`src/rtl/lock_hex_display_if.sv`:
```
// Bus between the lock FSM (master) and the six-digit seven-segment display (slave).
interface lock_hex_display_if;
   logic [3:0] digit_in;
   logic       digit_valid;
   logic [1:0] result;
   logic       result_valid;
   logic       clear;
   logic [6:0] HEX0;
   logic [6:0] HEX1;
   logic [6:0] HEX2;
   logic [6:0] HEX3;
   logic [6:0] HEX4;
   logic [6:0] HEX5;
   logic       msg_active;
   logic [2:0] digit_count;

   modport master (
      output digit_in, digit_valid, result, result_valid, clear,
      input  HEX0, HEX1, HEX2, HEX3, HEX4, HEX5, msg_active, digit_count
   );

   modport slave (
      input  digit_in, digit_valid, result, result_valid, clear,
      output HEX0, HEX1, HEX2, HEX3, HEX4, HEX5, msg_active, digit_count
   );
endinterface

```
`src/rtl/lock_hex_display.sv`:
```
// Six-digit entry/message display for the combination lock, active-low segments.
// Optional message blinking is enabled by defining LOCK_BLINK_EN.
module lock_hex_display #(
   parameter int unsigned BLINK_DIV = 4
) (
   input logic               clk,
   input logic               rst_n,
   lock_hex_display_if.slave bus
);
   typedef enum logic [1:0] {IDLE, ENTRY, MSG} state_t;

   localparam logic [6:0]      DASH     = 7'h3F;
   localparam logic [6:0]      BLANK    = 7'h7F;
   localparam logic [5:0][6:0] MSG_OPEN = {7'h7F, 7'h7F, 7'h40, 7'h0C, 7'h06, 7'h2B};
   localparam logic [5:0][6:0] MSG_CLSD = {7'h46, 7'h47, 7'h40, 7'h12, 7'h06, 7'h21};
   localparam logic [5:0][6:0] MSG_ERR  = {7'h7F, 7'h06, 7'h2F, 7'h2F, 7'h40, 7'h2F};

   function automatic logic [6:0] glyph(input logic [3:0] d);
      case (d)
         4'h0: glyph = 7'h40;  4'h1: glyph = 7'h79;  4'h2: glyph = 7'h24;  4'h3: glyph = 7'h30;
         4'h4: glyph = 7'h19;  4'h5: glyph = 7'h12;  4'h6: glyph = 7'h02;  4'h7: glyph = 7'h78;
         4'h8: glyph = 7'h00;  4'h9: glyph = 7'h10;  4'hA: glyph = 7'h08;  4'hB: glyph = 7'h03;
         4'hC: glyph = 7'h46;  4'hD: glyph = 7'h21;  4'hE: glyph = 7'h06;
         default: glyph = 7'h0E;
      endcase
   endfunction

   state_t          state_q, state_d;
   logic [5:0][3:0] digits_q, digits_d;
   logic [2:0]      count_q, count_d;
   logic [1:0]      result_q, result_d;
   logic [5:0][6:0] hex_q, hex_d;
   logic            msg_q;
   logic            phase_d;

   // Priority: clear, then any result strobe (consumes the cycle), then digit.
   always_comb begin
      state_d  = state_q;
      digits_d = digits_q;
      count_d  = count_q;
      result_d = result_q;
      if (bus.clear) begin
         state_d  = IDLE;
         digits_d = '0;
         count_d  = '0;
      end else if (state_q != MSG) begin
         if (bus.result_valid) begin
            if (bus.result != 2'b00) begin
               state_d  = MSG;
               result_d = bus.result;
            end
         end else if (bus.digit_valid) begin
            state_d  = ENTRY;
            digits_d = {digits_q[4:0], bus.digit_in};
            if (count_q != 3'd6) count_d = count_q + 3'd1;
         end
      end
   end

`ifdef LOCK_BLINK_EN
   localparam int CW = (BLINK_DIV > 1) ? $clog2(BLINK_DIV) : 1;
   logic [CW-1:0] blink_cnt_q, blink_cnt_d;
   logic          phase_q;

   // Counter and phase restart whenever MSG is (re)entered.
   always_comb begin
      blink_cnt_d = '0;
      phase_d     = 1'b1;
      if (state_q == MSG && state_d == MSG) begin
         if (blink_cnt_q == CW'(BLINK_DIV - 1)) begin
            phase_d = ~phase_q;
         end else begin
            blink_cnt_d = blink_cnt_q + 1'b1;
            phase_d     = phase_q;
         end
      end
   end

   always_ff @(posedge clk) begin
      if (!rst_n) begin
         blink_cnt_q <= '0;
         phase_q     <= 1'b1;
      end else begin
         blink_cnt_q <= blink_cnt_d;
         phase_q     <= phase_d;
      end
   end
`else
   // Steady message: phase is permanently on for any legal divisor.
   assign phase_d = (BLINK_DIV >= 1);
`endif

   logic [5:0][6:0] digit_hex;
   logic [5:0]      filled;

   for (genvar gi = 0; gi < 6; gi++) begin : g_pos
      assign digit_hex[gi] = glyph(digits_d[gi]);
      assign filled[gi]    = (count_d > 3'(gi));
   end

   always_comb begin
      hex_d = {6{DASH}};
      case (state_d)
         ENTRY: begin
            for (int i = 0; i < 6; i++) begin
               if (filled[i]) hex_d[i] = digit_hex[i];
            end
         end
         MSG: begin
            if (!phase_d)                hex_d = {6{BLANK}};
            else if (result_d == 2'b01)  hex_d = MSG_OPEN;
            else if (result_d == 2'b10)  hex_d = MSG_CLSD;
            else                         hex_d = MSG_ERR;
         end
         default: ;
      endcase
   end

   always_ff @(posedge clk) begin
      if (!rst_n) begin
         state_q  <= IDLE;
         digits_q <= '0;
         count_q  <= '0;
         result_q <= '0;
         hex_q    <= {6{DASH}};
         msg_q    <= 1'b0;
      end else begin
         state_q  <= state_d;
         digits_q <= digits_d;
         count_q  <= count_d;
         result_q <= result_d;
         hex_q    <= hex_d;
         msg_q    <= (state_d == MSG);
      end
   end

   assign bus.HEX0        = hex_q[0];
   assign bus.HEX1        = hex_q[1];
   assign bus.HEX2        = hex_q[2];
   assign bus.HEX3        = hex_q[3];
   assign bus.HEX4        = hex_q[4];
   assign bus.HEX5        = hex_q[5];
   assign bus.msg_active  = msg_q;
   assign bus.digit_count = count_q;
endmodule

```
`src/flat_wrapper.sv`:
```
// flat-port wrapper written by rule: the top's interface ports become plain ports
module lock_hex_display_flat 
#(
   parameter int unsigned BLINK_DIV = 4
)
  (clk, rst_n, bus_digit_in, bus_digit_valid, bus_result, bus_result_valid, bus_clear, bus_HEX0, bus_HEX1, bus_HEX2, bus_HEX3, bus_HEX4, bus_HEX5, bus_msg_active, bus_digit_count);
  lock_hex_display_if bus_i ();
  input logic clk;
  input logic rst_n;
  input wire logic [$bits(bus_i.digit_in)-1:0] bus_digit_in;
  input wire logic [$bits(bus_i.digit_valid)-1:0] bus_digit_valid;
  input wire logic [$bits(bus_i.result)-1:0] bus_result;
  input wire logic [$bits(bus_i.result_valid)-1:0] bus_result_valid;
  input wire logic [$bits(bus_i.clear)-1:0] bus_clear;
  output wire logic [$bits(bus_i.HEX0)-1:0] bus_HEX0;
  output wire logic [$bits(bus_i.HEX1)-1:0] bus_HEX1;
  output wire logic [$bits(bus_i.HEX2)-1:0] bus_HEX2;
  output wire logic [$bits(bus_i.HEX3)-1:0] bus_HEX3;
  output wire logic [$bits(bus_i.HEX4)-1:0] bus_HEX4;
  output wire logic [$bits(bus_i.HEX5)-1:0] bus_HEX5;
  output wire logic [$bits(bus_i.msg_active)-1:0] bus_msg_active;
  output wire logic [$bits(bus_i.digit_count)-1:0] bus_digit_count;
  assign bus_i.digit_in = bus_digit_in;
  assign bus_i.digit_valid = bus_digit_valid;
  assign bus_i.result = bus_result;
  assign bus_i.result_valid = bus_result_valid;
  assign bus_i.clear = bus_clear;
  assign bus_HEX0 = bus_i.HEX0;
  assign bus_HEX1 = bus_i.HEX1;
  assign bus_HEX2 = bus_i.HEX2;
  assign bus_HEX3 = bus_i.HEX3;
  assign bus_HEX4 = bus_i.HEX4;
  assign bus_HEX5 = bus_i.HEX5;
  assign bus_msg_active = bus_i.msg_active;
  assign bus_digit_count = bus_i.digit_count;
  lock_hex_display #(.BLINK_DIV(BLINK_DIV)) u_core (.clk(clk), .rst_n(rst_n), .bus(bus_i));
endmodule
```
`config.mk`:
```
export PLATFORM = sky130hd
export DESIGN_NAME = lock_hex_display_flat
export DESIGN_NICKNAME = d
export VERILOG_FILES = /design/src/rtl/lock_hex_display_if.sv /design/src/rtl/lock_hex_display.sv /design/src/flat_wrapper.sv
export SDC_FILE = /design/constraint.sdc
export NUM_CORES = 1
export LEC_CHECK = 0
export CELL_PAD_IN_SITES_DETAIL_PLACEMENT = 1
export CELL_PAD_IN_SITES_GLOBAL_PLACEMENT = 1
export CORE_MARGIN = 2
export CORE_UTILIZATION = 39
export CTS_CLUSTER_SIZE = 30
export DETAILED_ROUTE_END_ITERATION = 10
export PLACE_DENSITY = 0.76
export SYNTH_ARGS = -nofsm -noshare
export SYNTH_HDL_FRONTEND = slang
export SYNTH_SLANG_ARGS = --single-unit
```
`constraint.sdc`:
```
create_clock -name clk -period 3 [get_ports clk]
set_input_delay 0.9 -clock clk [delete_from_list [all_inputs] [get_ports clk]]
set_output_delay 0.9 -clock clk [all_outputs]
set_load 0.05 [all_outputs]
```
* Yosys cells after proc, flatten, opt, wreduce, memory -nomap -nowiden *
Memory sizes are Yosys's and may differ from the RTL's.
Index checks and enable logic that the tools add are counted.

operators by class
  add/sub/neg operators = 1
  magnitude comparators = 6
  equal/unequal tests = 6
  multiplexer cells = 27
  reductions and logical operators = 1

operators by type and width
  kind                 number
  $mux 24              4
  $pmux 42 s2          1
  $mux 42              1
  $mux 7               6
  $mux 41              1
  $mux 2               9
  $mux 3               5
  $gt 3x1->1 const B   2
  $gt 3x2->1 const B   2
  $gt 3x3->1 const B   2
  $eq 2x1->1 const B   2
  $eq 2x2->1 const B   2
  $add 3x1->3 const B  1
  $ne 3x3->1 const B   1
  $ne 2x2->1 const B   1
  $reduce_bool 2->1    1

word-level totals
  flip-flop bits (word level) = 74
  ROM bits = 672
  memories kept = 6

memory list
  name             words  bits a word  read ports  clocked after memory_dff  write ports  line                    RTL
  (no name shown)  16     7            1           0                         0            lock_hex_display.sv:19  case (d)
  (no name shown)  16     7            1           0                         0            lock_hex_display.sv:19
  (no name shown)  16     7            1           0                         0            lock_hex_display.sv:19
  (no name shown)  16     7            1           0                         0            lock_hex_display.sv:19
  (no name shown)  16     7            1           0                         0            lock_hex_display.sv:19
  (no name shown)  16     7            1           0                         0            lock_hex_display.sv:19

* Longest topological paths before layout *
Gate-level depths: netlist (run 1).

  depth in word-level cells = 9
  gate-level depth with buffers = 14

* Worst setup path after synthesis (run 1) *
Ideal clock, no wire load.

  path kind = input -> register
  start = in bus_result_valid
  end = reg u_core.hex_q (netlist bit u_core.bus.HEX0[3])
  setup time = 122 ps
  arrival time = 2991 ps
  data required time = 2878 ps
  path slack = -114 ps
  stages on the path = 14
  path buffers = 3
  cells stage by stage = nand2b_4 -> nor2_4 -> buf_4 -> buf_4 -> o22ai_1 -> nor2_1 -> inv_1 -> ha_1 -> nor2b_1 -> clkbuf_1 -> o21a_1 -> nand3_1 -> a211oi_1 -> nor3_1

RTL lines
  item                                             line                     RTL
  from (decl)                                      flat_wrapper.sv:13       input wire logic [$bits(bus_i.result_valid)-1:0] bus_result_valid;
  $mux 2 (*)                                       lock_hex_display.sv:47   if (bus.result_valid) begin
  $mux 2 (*)                                       lock_hex_display.sv:46   end else if (state_q != MSG) begin
  $mux 2 (*)                                       lock_hex_display.sv:42   if (bus.clear) begin
  named net u_core.state_d[0]                      lock_hex_display.sv:28   state_t state_q, state_d;
  $eq 2x2->1 / $eq 2x1->1 (equally long branches)  lock_hex_display.sv:103  case (state_d)
  $pmux 42 s2 (*)                                  lock_hex_display.sv:103
  to (signal assigned)                             lock_hex_display.sv:125  hex_q <= {6{DASH}};
  to (decl)                                        lock_hex_display.sv:32   logic [5:0][6:0] hex_q, hex_d;

The timed path passes the listed nets; every way through them passes the cells marked *.
A chain may end at the register's enable or synchronous reset.

* Final worst setup path (run 1) *
  start = in bus_result[0]
  end = reg u_core.hex_q (netlist bit u_core.bus.HEX4[6])

RTL lines
  item                                             line                     RTL
  from (decl)                                      flat_wrapper.sv:12       input wire logic [$bits(bus_i.result)-1:0] bus_result;
  $reduce_bool 2->1 (*)                            lock_hex_display.sv:48   if (bus.result != 2'b00) begin
  $mux 2 (*)                                       lock_hex_display.sv:48
  $mux 2 (*)                                       lock_hex_display.sv:47
  $mux 2 (*)                                       lock_hex_display.sv:46
  $mux 2 (*)                                       lock_hex_display.sv:42
  named net u_core.state_d[0]                      lock_hex_display.sv:28
  $eq 2x2->1 / $eq 2x1->1 (equally long branches)  lock_hex_display.sv:103
  $pmux 42 s2 (*)                                  lock_hex_display.sv:103

Marked as above.

==> impl_metrics.py, run 1 <==
metrics = {
    "status": {
        "outcome": "finished clean",
    },
    "synthesis": {
        "synth_fa_ha_area_share_pct": 10.4,
        "yosysWarnings": 0,
        "netlist_top_cells_count": "dfxtp_1, nand2_1, a21oi_1, ha_1, and2_1",
        "synth_top_area_share_pct": 29.9,
        "synth_top_family_by_area": "compound AO/OA/AOI/OAI gates",
        "synth_most_common_cell": "dfxtp_1",
        "synth_seq_cells": 74,
        "syn_area_um2": 4950,
        "ys_seq_area_share_pct": 29.9,
        "syn-num-nets": 631,
        "postSynthCellCount": 579,
        "synthSimpleGateAreaFrac_pct": 20.1,
        "synthMuxAreaShare_pct": 5.51,
        "syn_area_per_cell_um2": 8.55,
        "ys.flop_type": "dfxtp_1",
        "yosysUniqueCellTypes": 74,
        "synth_xor_xnor_area_share_pct": 0.177,
        "async_flop_share_pct": 0,
        "synth_top_area_cell": "dfxtp_1",
        "synthTopCellsByArea": "dfxtp_1, ha_1, a21oi_1",
        "synth-compound-area-share_pct": 27.8,
        "synth_edf_count": 0,
    },
    "cts": {
        "numCtsBuffers": 9,
        "clock-sinks": 74,
        "htreeDepth": 3,
        "path_clk_slew_ps": 60,
        "cts_root_buffer": "clkbuf_16",
        "worst_skew_pair.late_latency_ps": 350,
        "cts_buffer_depth": 2,
        "cts_tree": "yes",
    },
    "sta": {
        "final-setup-viol-count": 0,
        "fin_worst_skew_ps": 9.66,
        "timing.final.crit_share_pct": 95.8,
        "max_slew_margin_pct": 64.7,
        "slew_viol_final": 0,
        "hold_viol_final": 0,
        "timing.final.ws_setup_ps": 126,
        "max_freq_ghz": 0.348,
        "worst_pin_slew_ps": 530,
        "fin_crit_ps": 2870,
        "rsz0062_at_grt": "yes",
    },
    "critical_path": {
        "critPathRequiredTime_ps": 3270,
        "start_kind": "input pin",
        "arrival_ps": 3140,
        "end_kind": "register",
        "critPathMaxFanout": 4,
        "critPathKind": "in2reg",
    },
    "place": {
        "dp_hpwl_mm": 13.6,
        "port_buffers": 56,
        "dp_slack_ps": -552,
        "gp_congestion": 0.904,
    },
    "cells_and_area": {
        "multi_input_area_um2": 3200,
        "fill_cells": 1530,
        "regArea_um2": 1480,
        "final_layout_size_suffix_gt1_share_pct": 26.6,
        "antenna_cells": 0,
        "nets": 790,
        "area_growth_pct": 38.8,
    },
    "job": {
        "maxCapViolations": 0,
    },
    "detailed_routing": {
        "first_pass_iters": 5,
        "drc": 0,
        "ant_nets": 0,
        "drtIter0Drc": 283,
        "finalWirelength_mm": 17.8,
        "avgViaCountPerCell": 5.51,
        "vias": 5040,
        "post_drt_wl_per_cell_um": 19.4,
    },
    "die": {
        "ios": 57,
        "die_height_um": 117,
        "start_util_pct": 39.5,
        "die_area_um2": 13600,
        "std_cell_rows": 41,
        "die_w_um": 117,
        "core_area_um2": 12500,
    },
    "pwr": {
        "powerDensity_nw_per_um2": 411,
        "p_total_w": 0.00283,
        "power_leakage_nw": 2.71,
        "vdd_ir_drop_max_mv": 0.317,
    },
    "grt": {
        "antenna_found_initial": 0,
        "track_usage_pct": 27.3,
        "grt_pass1_wl_mm": 28.4,
        "grt_start_max_net_pins": 36,
        "grt_pass1_vias": 5335,
        "grt-ovfl-total": 0,
    },
    "hold_path": {
        "hold_class": "reg2reg",
    },
}
## metal layers
| metal | global-route usage, % | wire, µm | vias up |
|---|---|---|---|
| met5 | 0 | 0 | - |
| met4 | 12.1 | 548 | 0 |
| met3 | 4.00 | 752 | 29 |
| met2 | 46.5 | 8780 | 142 |
| met1 | 34.3 | 7680 | 2467 |
| li1 | - | - | 2402 |
## worst max-delay path: stages
cell and delay, ps:
clkdlybuf4s50_1 430, o21ai_2 230, o22ai_1 110, nor2_1 140
inv_1 70, ha_1 320, nor2b_2 160, buf_4 160
buf_4 120, nand2_1 190, nor2_1 160, o2bb2ai_1 150
## metrics by stage
stage                     instances  hold WS (ps)  instance area [µm²]  util [%]  setup TNS [ps]
after global routing            915           704                 6870      54.9           -14.4
after global placement          899           607                 6490      51.8          -10620
after detailed placement        899           630                 6490      51.8          -14550
final                           915           648                 6870      54.9               0
after CTS                       915           642                 6860      54.8               0
after floorplan                 579           549                 4950         -           -13.3
## cell usage in the layout, fill, tap and decap left out, types with 3 or more instances in the layout
cell type and count:
nor2_1 26, a21oi_4 5, buf_4 125, and2_1 33, nand2b_1 7, o31ai_1 6, dfxtp_1 74, nand2_1 47
nor3_1 14, o21ai_1 18, nand3b_1 4, o211ai_1 4, nand3_2 5, bufinv_16 3, a211oi_1 9, a211o_1 5
clkdlybuf4s50_1 53, o21ai_0 23, a21oi_1 39, nor2b_1 6, a2bb2oi_1 4, nand3_1 22, mux2i_1 16, clkbuf_16 9
a211oi_2 3, mux2_2 6, a31oi_1 13, o22ai_1 4, a21o_1 9, a21oi_2 10, inv_1 27, and3_1 3
ha_1 41
## registers in the layout (all words and copies together) (netlist names)
register / cells
u_core.digits_q: 24
u_core.bus.HEX0: 7
u_core.bus.HEX1: 7
u_core.bus.HEX2: 7
u_core.bus.HEX3: 7
u_core.bus.HEX4: 7
u_core.bus.HEX5: 7
u_core.bus.digit_count: 3
u_core.result_q: 2
u_core.state_q: 2
u_core.bus.msg_active: 1
## worst paths after layout
kind / slack, ps / end / start / depth (start not counted)
setup / recovery: 130 / u_core.bus.HEX4[6] / bus_result[0] / 12
hold / removal: 650 / u_core.bus.digit_count[1] / u_core.bus.digit_count[1] / 2
setup reg to reg: 510 / u_core.bus.HEX5[4] / u_core.bus.digit_count[0] / 9
hold reg to reg: 650 / u_core.bus.digit_count[1] / u_core.bus.digit_count[1] / 2
## area by class of cell
| type | count | area share (%) |
|---|---|---|
| clock inverter | 6 | 1.68 |
| clock buffer | 10 | 3.33 |
| inverter | 27 | 1.48 |
| multi-input combinational | 443 | 46.6 |
| tap | 172 | 3.13 |
| timing repair buffer | 183 | 22.2 |
| sequential | 74 | 21.6 |
## cells by family after synthesis
kind of cell | Yosys count
buffers and inverters | 62
adder cells (fa/ha/maj) | 41
AO/OA/AOI/OAI | 189
XOR/XNOR | 1
AND/OR/NAND/NOR | 187
multiplexers | 25
flip-flops | 74
## timing repair
item,in CTS,in global routing
hold buffers,0,0
cloned,0,0
pin swaps,1,0
gates resized for setup,11,5
setup buffers,0,0
setup endpoints to repair,24,26
## power by group
part	switching [W]	total, W	internal, W
Clock	0.000461	0.00128	0.000816
Combinational	0.000323	0.000512	0.000189
Sequential	0.0000140	0.00104	0.00102
Total	0.000798	0.00283	0.00203
Power figures use the tool's default switching activity.
==> inputs of run 2 (changes only) <==
==> constraint.sdc (replaced) <==
create_clock -name clk -period 3 [get_ports clk]
set_input_delay 0.6 -clock clk [delete_from_list [all_inputs] [get_ports clk]]
set_output_delay 0.6 -clock clk [all_outputs]
set_load 0.05 [all_outputs]
==> run 2 against run 1 <==
  * Flip-flop and latch count stayed put
  * Non-clock buffer count down 38
  * Maximum frequency grew 0.12%
  * Clock power fell by 4%
  * Die area stayed put
  * Combinational power shrank 7.0%
  * Sequential share of layout area grew 1.1 points
  * Critical path type unchanged
  * Final cell count shrank 4.2%
==> impl_metrics.py, run 2 (synthesis results as in run 1) <==
metrics = {
    "critical_path": {
        "arrival_ps": 3090,
        "start_kind": "input pin",
        "critPathKind": "in2reg",
        "end_kind": "register",
        "critPathMaxFanout": 4,
        "critPathRequiredTime_ps": 3220,
    },
    "die": {
        "die_height_um": 117,
        "die_area_um2": 13600,
        "core_area_um2": 12500,
        "start_util_pct": 39.5,
        "std_cell_rows": 41,
        "die_w_um": 117,
        "ios": 57,
    },
    "cts": {
        "post_cts_buffers": 0,
        "cts_tree": "yes",
        "clock-sinks": 74,
        "cts_root_buffer": "clkbuf_16",
        "htreeDepth": 3,
        "path_clk_slew_ps": 60,
        "worst_skew_pair.late_latency_ps": 340,
        "cts_buffer_depth": 2,
        "hold_buffers": 0,
        "post_cts_resized": 0,
        "numCtsBuffers": 9,
    },
    "sta": {
        "fin_worst_skew_ps": 7.23,
        "timing.final.crit_share_pct": 95.7,
        "worst_pin_slew_ps": 593,
        "max_freq_ghz": 0.348,
        "setup_tns_ps": 0,
        "hold-worst-slack_ps": 645,
        "max_slew_margin_pct": 60.1,
        "final-setup-viol-count": 0,
        "slew_viol_final": 0,
        "hold_viol_final": 0,
        "rsz0062_at_grt": "no",
        "fin_crit_ps": 2870,
    },
    "pwr": {
        "power_leakage_nw": 2.52,
        "p_total_w": 0.00274,
        "powerDensity_nw_per_um2": 419,
        "vdd_ir_drop_max_mv": 0.221,
    },
    "grt": {
        "antenna_found_initial": 0,
        "grt_pass1_vias": 5094,
        "top_usage_layer": "met2",
        "use_met3_pct": 4.26,
        "track_usage_pct": 25.9,
        "grt_pass1_wl_mm": 27.2,
        "grt_use_met1_pct": 33.1,
        "grt_start_max_net_pins": 36,
        "global_route.usage.met2_pct": 44.5,
        "grt-ovfl-total": 0,
    },
    "detailed_routing": {
        "finalWirelength_mm": 17.0,
        "drc": 0,
        "vias": 4919,
        "first_pass_iters": 4,
        "post_drt_wl_per_cell_um": 19.4,
        "avgViaCountPerCell": 5.61,
        "drtIter0Drc": 303,
        "ant_nets": 0,
    },
    "cells_and_area": {
        "area_growth_pct": 32.3,
        "largest_register_ffs": 24,
        "nets": 752,
        "final_layout_size_suffix_gt1_share_pct": 22.0,
        "final_common_cell": "buf_4",
        "top_register": "u_core.digits_q",
        "antenna_cells": 0,
        "layout_common_cells": "buf_4, dfxtp_1, clkdlybuf4s50_1, nand2_1",
    },
    "job": {
        "maxCapViolations": 0,
    },
    "hold_path": {
        "hold_class": "reg2reg",
    },
    "status": {
        "outcome": "finished clean",
    },
    "place": {
        "dp_hpwl_mm": 12.7,
        "port_buffers": 56,
        "gp_congestion": 0.915,
    },
}
run 2: changes by cell type in the layout (fill, tap and decap cells not counted), sizes merged:
cell           change
buf               -38
bufinv             -1
clkbuf             +2
clkdlybuf4s50      +2
clkinv             -1
dlygate4sd2        -2
run 2: final cells by class:
type,count,area [µm²]
inverters,27,101
flip-flops and latches,74,1480
clock inverters,4,72.6
fillers,1554,5970
well taps,172,215
clock buffers,12,267
multi-input cells,443,3180
repair buffers,145,1230
run 2: path summary, 6_finish.rpt:
path | from | end | slack (ps) | depth (start not counted)
setup / recovery | bus_result_valid | u_core.bus.HEX0[3] | 130 | 13
hold / removal | u_core.result_q[1] | u_core.result_q[1] | 640 | 3
setup reg to reg | u_core.state_q[0] | u_core.bus.HEX0[3] | 350 | 11
hold reg to reg | u_core.result_q[1] | u_core.result_q[1] | 640 | 3
run 2: metal layers:
layer / up-vias / part of all wire, %
met5: - / 0
met4: 0 / 2.2
met3: 29 / 4.4
met2: 104 / 49
met1: 2459 / 44
li1: 2327 / -
run 2: metrics by stage:
| stage | instance area, µm² | setup WS, ps | cells | util [%] |
|---|---|---|---|---|
| floorplan | 4950 | 186 | 579 | - |
| global placement | 6190 | -176 | 861 | 49.4 |
| detailed placement | 6190 | -266 | 861 | 49.4 |
| CTS | 6530 | 71.7 | 877 | 52.1 |
| global route | 6550 | 18.7 | 877 | 52.3 |
| finish | 6550 | 130 | 877 | 52.3 |
run 2: report_power, final:
part	internal [W]	switching [W]	total [W]	leakage [nW]
Clock	0.000795	0.000434	0.00123	0.165
Combinational	0.000167	0.000309	0.000476	1.76
Sequential	0.00102	0.0000145	0.00104	0.603
run 2: worst max-delay path, stage by stage:
cell             delay [ps]
clkdlybuf4s50_1         500
nand2b_4                200
nor2_4                  110
o22ai_1                  90
nor2_1                  150
inv_1                    60
ha_1                    320
nor2b_2                 190
buf_4                   150
o21a_1                  230
nand3_1                 120
a211oi_1                290
nor3_1                   80
==> inputs of run 3 (changes only) <==
--- a/config.mk
+++ b/config.mk
@@ -5,6 +5,7 @@
 export SDC_FILE = /design/constraint.sdc
 export NUM_CORES = 1
 export LEC_CHECK = 0
+export ABC_CLOCK_PERIOD_IN_PS = 3000
 export CELL_PAD_IN_SITES_DETAIL_PLACEMENT = 1
 export CELL_PAD_IN_SITES_GLOBAL_PLACEMENT = 1
 export CORE_MARGIN = 2
==> results of run 3 <==
No change in the layout: final DEF, timing and power equal those of run 2.
==> variant 1 (flow settings as in run 3) <==
Re-encode `state_t` (3 states) as one-hot, 3 bits wide.
--- a/src/rtl/lock_hex_display.sv
+++ b/src/rtl/lock_hex_display.sv
@@ -9,3 +9,3 @@
 );
-   typedef enum logic [1:0] {IDLE, ENTRY, MSG} state_t;
+   typedef enum logic [2:0] {IDLE = 3'b001, ENTRY = 3'b010, MSG = 3'b100} state_t;
 
Behaviour: same outputs for any inputs over 4 cycles, from zero or initial values and one cycle with rst_n low; so few cycles prove little.
==> variant 1 against run 3 <==
- critical path depth decreased by 2
- clock power decreased by 9%
- setup slack improved by 0.061 ns
- synthesized area decreased by 2.7%
- routed wire length increased by 3.0%
- non-clock buffer count decreased by 23
- critical endpoint is now u_core.bus.HEX1[3]
- combinational power decreased by 29%
- sequential cell count increased by 1
- total power decreased by 9.4%
- design area decreased by 4.6%
==> variant 1: results <==
[global_route]
antenna_found_initial = 1
grt_use_total_pct = 26.9
grt_pass1_vias = 5086
grt_max_degree = 30
grt_pass1_wl_um = 27700

[layout]
regMostFlops = u_core.digits_q
nNetsFinal = 752
largest_reg_flops = 24
drive_above_1_share_pct = 15.3

[place]
gp_congestion = 0.888
dp_cells = 838
port_buffers = 56
dp_slack_ns = -0.101
dpl.hpwl_um = 13200

[hold_path]
hp-class = reg2reg

[run_status]
outcome = completed

[critical_path]
endpoint = u_core.bus.HEX1[3]
crit_path_max_fanout = 29
slowest_stage = clkdlybuf4s50_1
ff2ff_setup_slack_ns = 0.22
arrival_ns = 3.08
timing.rr.start = u_core.state_q[0]
r2r_cells = 10
worstSetupStartpoint = bus_result_valid
cpPeakStageDelay_ns = 0.43

[logic_synthesis]
ys_warn_count = 0
yosys.area.top_type = dfxtp_1
netlist_top_cells_area = dfxtp_1, ha_1, nor2_1
synthesis.nets = 650
yosysSeqAreaShare_pct = 31.2
avgSynthCellArea_um2 = 8.03
netlist_top_cells_count = dfxtp_1, nor2_1, nand2_1
synthDistinctLibCells = 74
ys_async_sr_fraction_pct = 0

[cts]
cts_setup_buffers = 0
max-clock-path-buffers = 2
numCtsBuffers = 9
insertion_delay_ns = 0.35
cts_root_buf = clkbuf_16
htreeDepth = 3
cts_resized = 0
clk_pin_slew_ns = 0.06

[timing]
skew_ns = 0.00578
tightest_slew_ns = 0.555
finalCritPeriodShare_pct = 93.6

[detailed_routing]
drt_iter0_drc = 394
vias_per_cell = 5.87
wire_per_inst_um = 20.5
dr_total_vias = 5016
first_pass_iters = 5

[power_and_ir_drop]
vdd_drop_max_mv = 0.191
leakage_nw = 2.44
==> variant 1: changes by cell type in the layout (fill, tap and decap cells not counted), moves of 6 or more <==
cell     change
and2_1      -25
nor2_1      +40
o21ai_0     +13
a21oi_2      -6
o21ai_1     -15
buf_4       -25
and3_1       +6
==> variant 1: per-layer routing <==
| layer | part of all wire (%) | vias to the layer above | track usage (%) |
|---|---|---|---|
| met5 | 0 | - | 0 |
| met4 | 2.7 | 0 | 10.6 |
| met3 | 4.4 | 36 | 4.80 |
| met2 | 47 | 147 | 45.4 |
| met1 | 46 | 2452 | 34.3 |
| li1 | - | 2381 | - |
==> variant 1: kinds of logic (layout without fill, tap and decap cells) <==
kind of cell	Yosys count	in the layout	share of synthesized area, %
AO/OA/AOI/OAI	191	191	26.5
XOR/XNOR	3	3	0.546
adder cells (fa/ha/maj)	39	39	10.1
buffers and inverters	62	168	5.58
flip-flops	75	75	31.2
multiplexers	24	24	5.19
other	0	1	0
AND/OR/NAND/NOR	206	206	20.8
==> variant 1: power breakdown <==
group	switching [mW]	leakage (nW)	internal (mW)
combinational	0.216	1.68	0.121
sequential	0.0115	0.609	1.02
clock	0.434	0.144	0.683
total	0.661	2.44	1.82
==> variant 1: final cells by class <==
type,count,area [µm²]
diodes,1,2.50
flip-flops and latches,75,1500
repair buffers,122,1090
clock buffers,11,253
clock inverters,4,50.0
fillers,1468,5770
inverters,31,116
multi-input cells,463,3050
well taps,147,184
==> variant 1: through the flow <==
step	instance area (µm²)	hold WS (ns)	utilization [%]
finish	6240	0.615	52.0
floorplan	4820	0.565	-
detailed placement	5940	0.623	49.4
global route	6240	0.693	52.0
CTS	6240	0.637	52.0
global placement	5940	0.599	49.4
==> variant 1: worst min path at each step <==
stage                        from                 end  slack, ns  cells after the start
6_report       u_core.result_q[1]  u_core.result_q[1]       0.61                      3
5_1_grt        u_core.result_q[0]  u_core.result_q[0]       0.69                      3
4_1_cts        u_core.result_q[1]  u_core.result_q[1]       0.64                      3
3_5_place_dp   u_core.result_q[1]  u_core.result_q[1]       0.62                      3
3_3_place_gp   u_core.result_q[1]  u_core.result_q[1]       0.60                      3
2_1_floorplan  u_core.result_q[1]  u_core.result_q[1]       0.56                      3
==> variant 1: worst max-delay path, delay by kind of cell <==
kind            cells  cell delay, ns
mux                 1            0.30
simple gates        3            0.42
buf+inv             3            0.73
fa+ha+maj           1            0.32
compound gates      3            0.69
==> variant 2 (config.mk and constraints of run 3) <==
Without the edit above. The option `LOCK_BLINK_EN` is turned on by a define.
--- a/src/rtl/lock_hex_display.sv
+++ b/src/rtl/lock_hex_display.sv
@@ -2,2 +2,4 @@
 // Optional message blinking is enabled by defining LOCK_BLINK_EN.
+`define LOCK_BLINK_EN
+
 module lock_hex_display #(
Check against the original RTL: not equivalent (a bounded check fails within 10 cycles, from zero or initial values and one cycle with rst_n low).
==> variant 2 against run 3 <==
- sequential cell count increased by 3
- setup slack improved by 0.043 ns
- design area increased by 0.29%
- sequential share of layout area increased by 0.85 points
- critical path depth decreased by 2
- total power decreased by 0.81%
- fmax increased by 1.5%
- routed wire length increased by 4.5%
- sequential power increased by 4%
- combinational power increased by 8.2%
- synthesized area increased by 0.46%
- final cell count increased by 3.0%
- critical endpoint is now u_core.bus.HEX1[3]
- largest cell class unchanged
==> variant 2: results <==
[run_status]
outcome = completed

[detailed_routing]
first_pass_iters = 5
wl_met3_um = 713
met2_length_um = 9240
vias_per_cell = 5.69
drt_iter0_drc = 269
drt-total-wl_um = 17800

[layout]
drive_above_1_share_pct = 17.4
nNetsFinal = 782

[logic_synthesis]
avgSynthCellArea_um2 = 8.10
synthesis.nets = 669
synthDistinctLibCells = 65
yosysSeqAreaShare_pct = 31.0
netlist_top_cells_area = dfxtp_1, ha_1, a21oi_1
netlist_top_cells_count = dfxtp_1, a21oi_1, nand2_1

[global_route]
grt_pass1_wl_um = 28300
grt_max_degree = 46
grt_pass1_vias = 5413
grt_use_total_pct = 27.2

[place]
dpl.hpwl_um = 13400
dp_cells = 888

[critical_path]
arrival_ns = 3.07
timing.rr.start = u_core.bus.digit_count[0]
slowest_stage = clkdlybuf4s50_1
r2r_end = u_core.bus.HEX4[2]
ff2ff_setup_slack_ns = 0.39
cpPeakStageDelay_ns = 0.47
r2r_cells = 7

[power_and_ir_drop]
internal_power_mw = 1.93
vdd_drop_max_mv = 0.309
leakage_nw = 2.63

[timing]
tightest_slew_ns = 0.610
skew_ns = 0.00827

[hold_path]
whs_path_depth = 1
hold_start = u_core.blink_cnt_q[0]

[cts]
cts_resized = 0
insertion_delay_ns = 0.35
variant 2: cell count changes in the layout (fill, tap and decap cells not counted), moves of 5 or more:
cell	delta
nand3_2	-5
inv_1	+9
a21oi_1	+12
and3_1	+6
nand2_1	+6
o21ai_0	+14
a21oi_4	-5
o21ai_1	-9
nor2_1	-5
buf_4	-8
o211ai_1	+7
variant 2: worst max-delay path by stage:
stage,to
2_1_floorplan,u_core.bus.HEX5[3]
3_3_place_gp,u_core.bus.HEX1[3]
3_5_place_dp,u_core.bus.HEX3[3]
4_1_cts,u_core.bus.HEX3[3]
5_1_grt,u_core.bus.HEX2[6]
6_report,u_core.bus.HEX1[3]
variant 2: per-layer routing:
metal	vias to the layer above	global-route usage (%)
met3	41	4.99
met2	125	48.8
met5	-	0
met4	0	12.1
met1	2535	31.6
li1	2439	-
variant 2: metrics by stage:
step / power [mW] / setup WS (ns) / utilization (%) / hold slack, ns / area (µm²)
finish: 2.72 / 0.173 / 52.4 / 0.448 / 6560
global route: 2.82 / 0.0365 / 52.4 / 0.463 / 6560
CTS: 2.74 / 0.121 / 52.4 / 0.439 / 6550
detailed placement: 1.61 / -0.230 / 50.0 / 0.431 / 6250
global placement: 1.60 / -0.107 / 50.0 / 0.415 / 6250
floorplan: 1.40 / -0.000219 / - / 0.406 / 4990
variant 2: final cells by class:
| type | count | area (µm²) |
|---|---|---|
| multi-input combinational | 463 | 3150 |
| clock inverter | 4 | 47.5 |
| sequential | 77 | 1540 |
| fill | 1527 | 5950 |
| inverter | 37 | 139 |
| tap | 172 | 215 |
| timing repair buffer | 139 | 1220 |
| clock buffer | 11 | 253 |
variant 2: power by group through the flow:
stage	clock network [mW]	registers (mW)	logic, mW
2_1_floorplan	0	1.23	0.166
3_3_place_gp	0	1.10	0.498
3_5_place_dp	0	1.10	0.509
4_1_cts	1.15	1.08	0.513
5_1_grt	1.19	1.08	0.547
6_report	1.12	1.08	0.515
variant 2: kinds of logic after synthesis:
kind of cell,after synthesis,synth area share [%]
AOI/OAI and AO/OA,197,25.8
buffers and inverters,74,6.09
xor gates and xnor gates,3,0.529
DFF,77,31.0
muxes,23,5.13
and+or+nand+nor,196,20.3
adders and majority gates,44,11.1
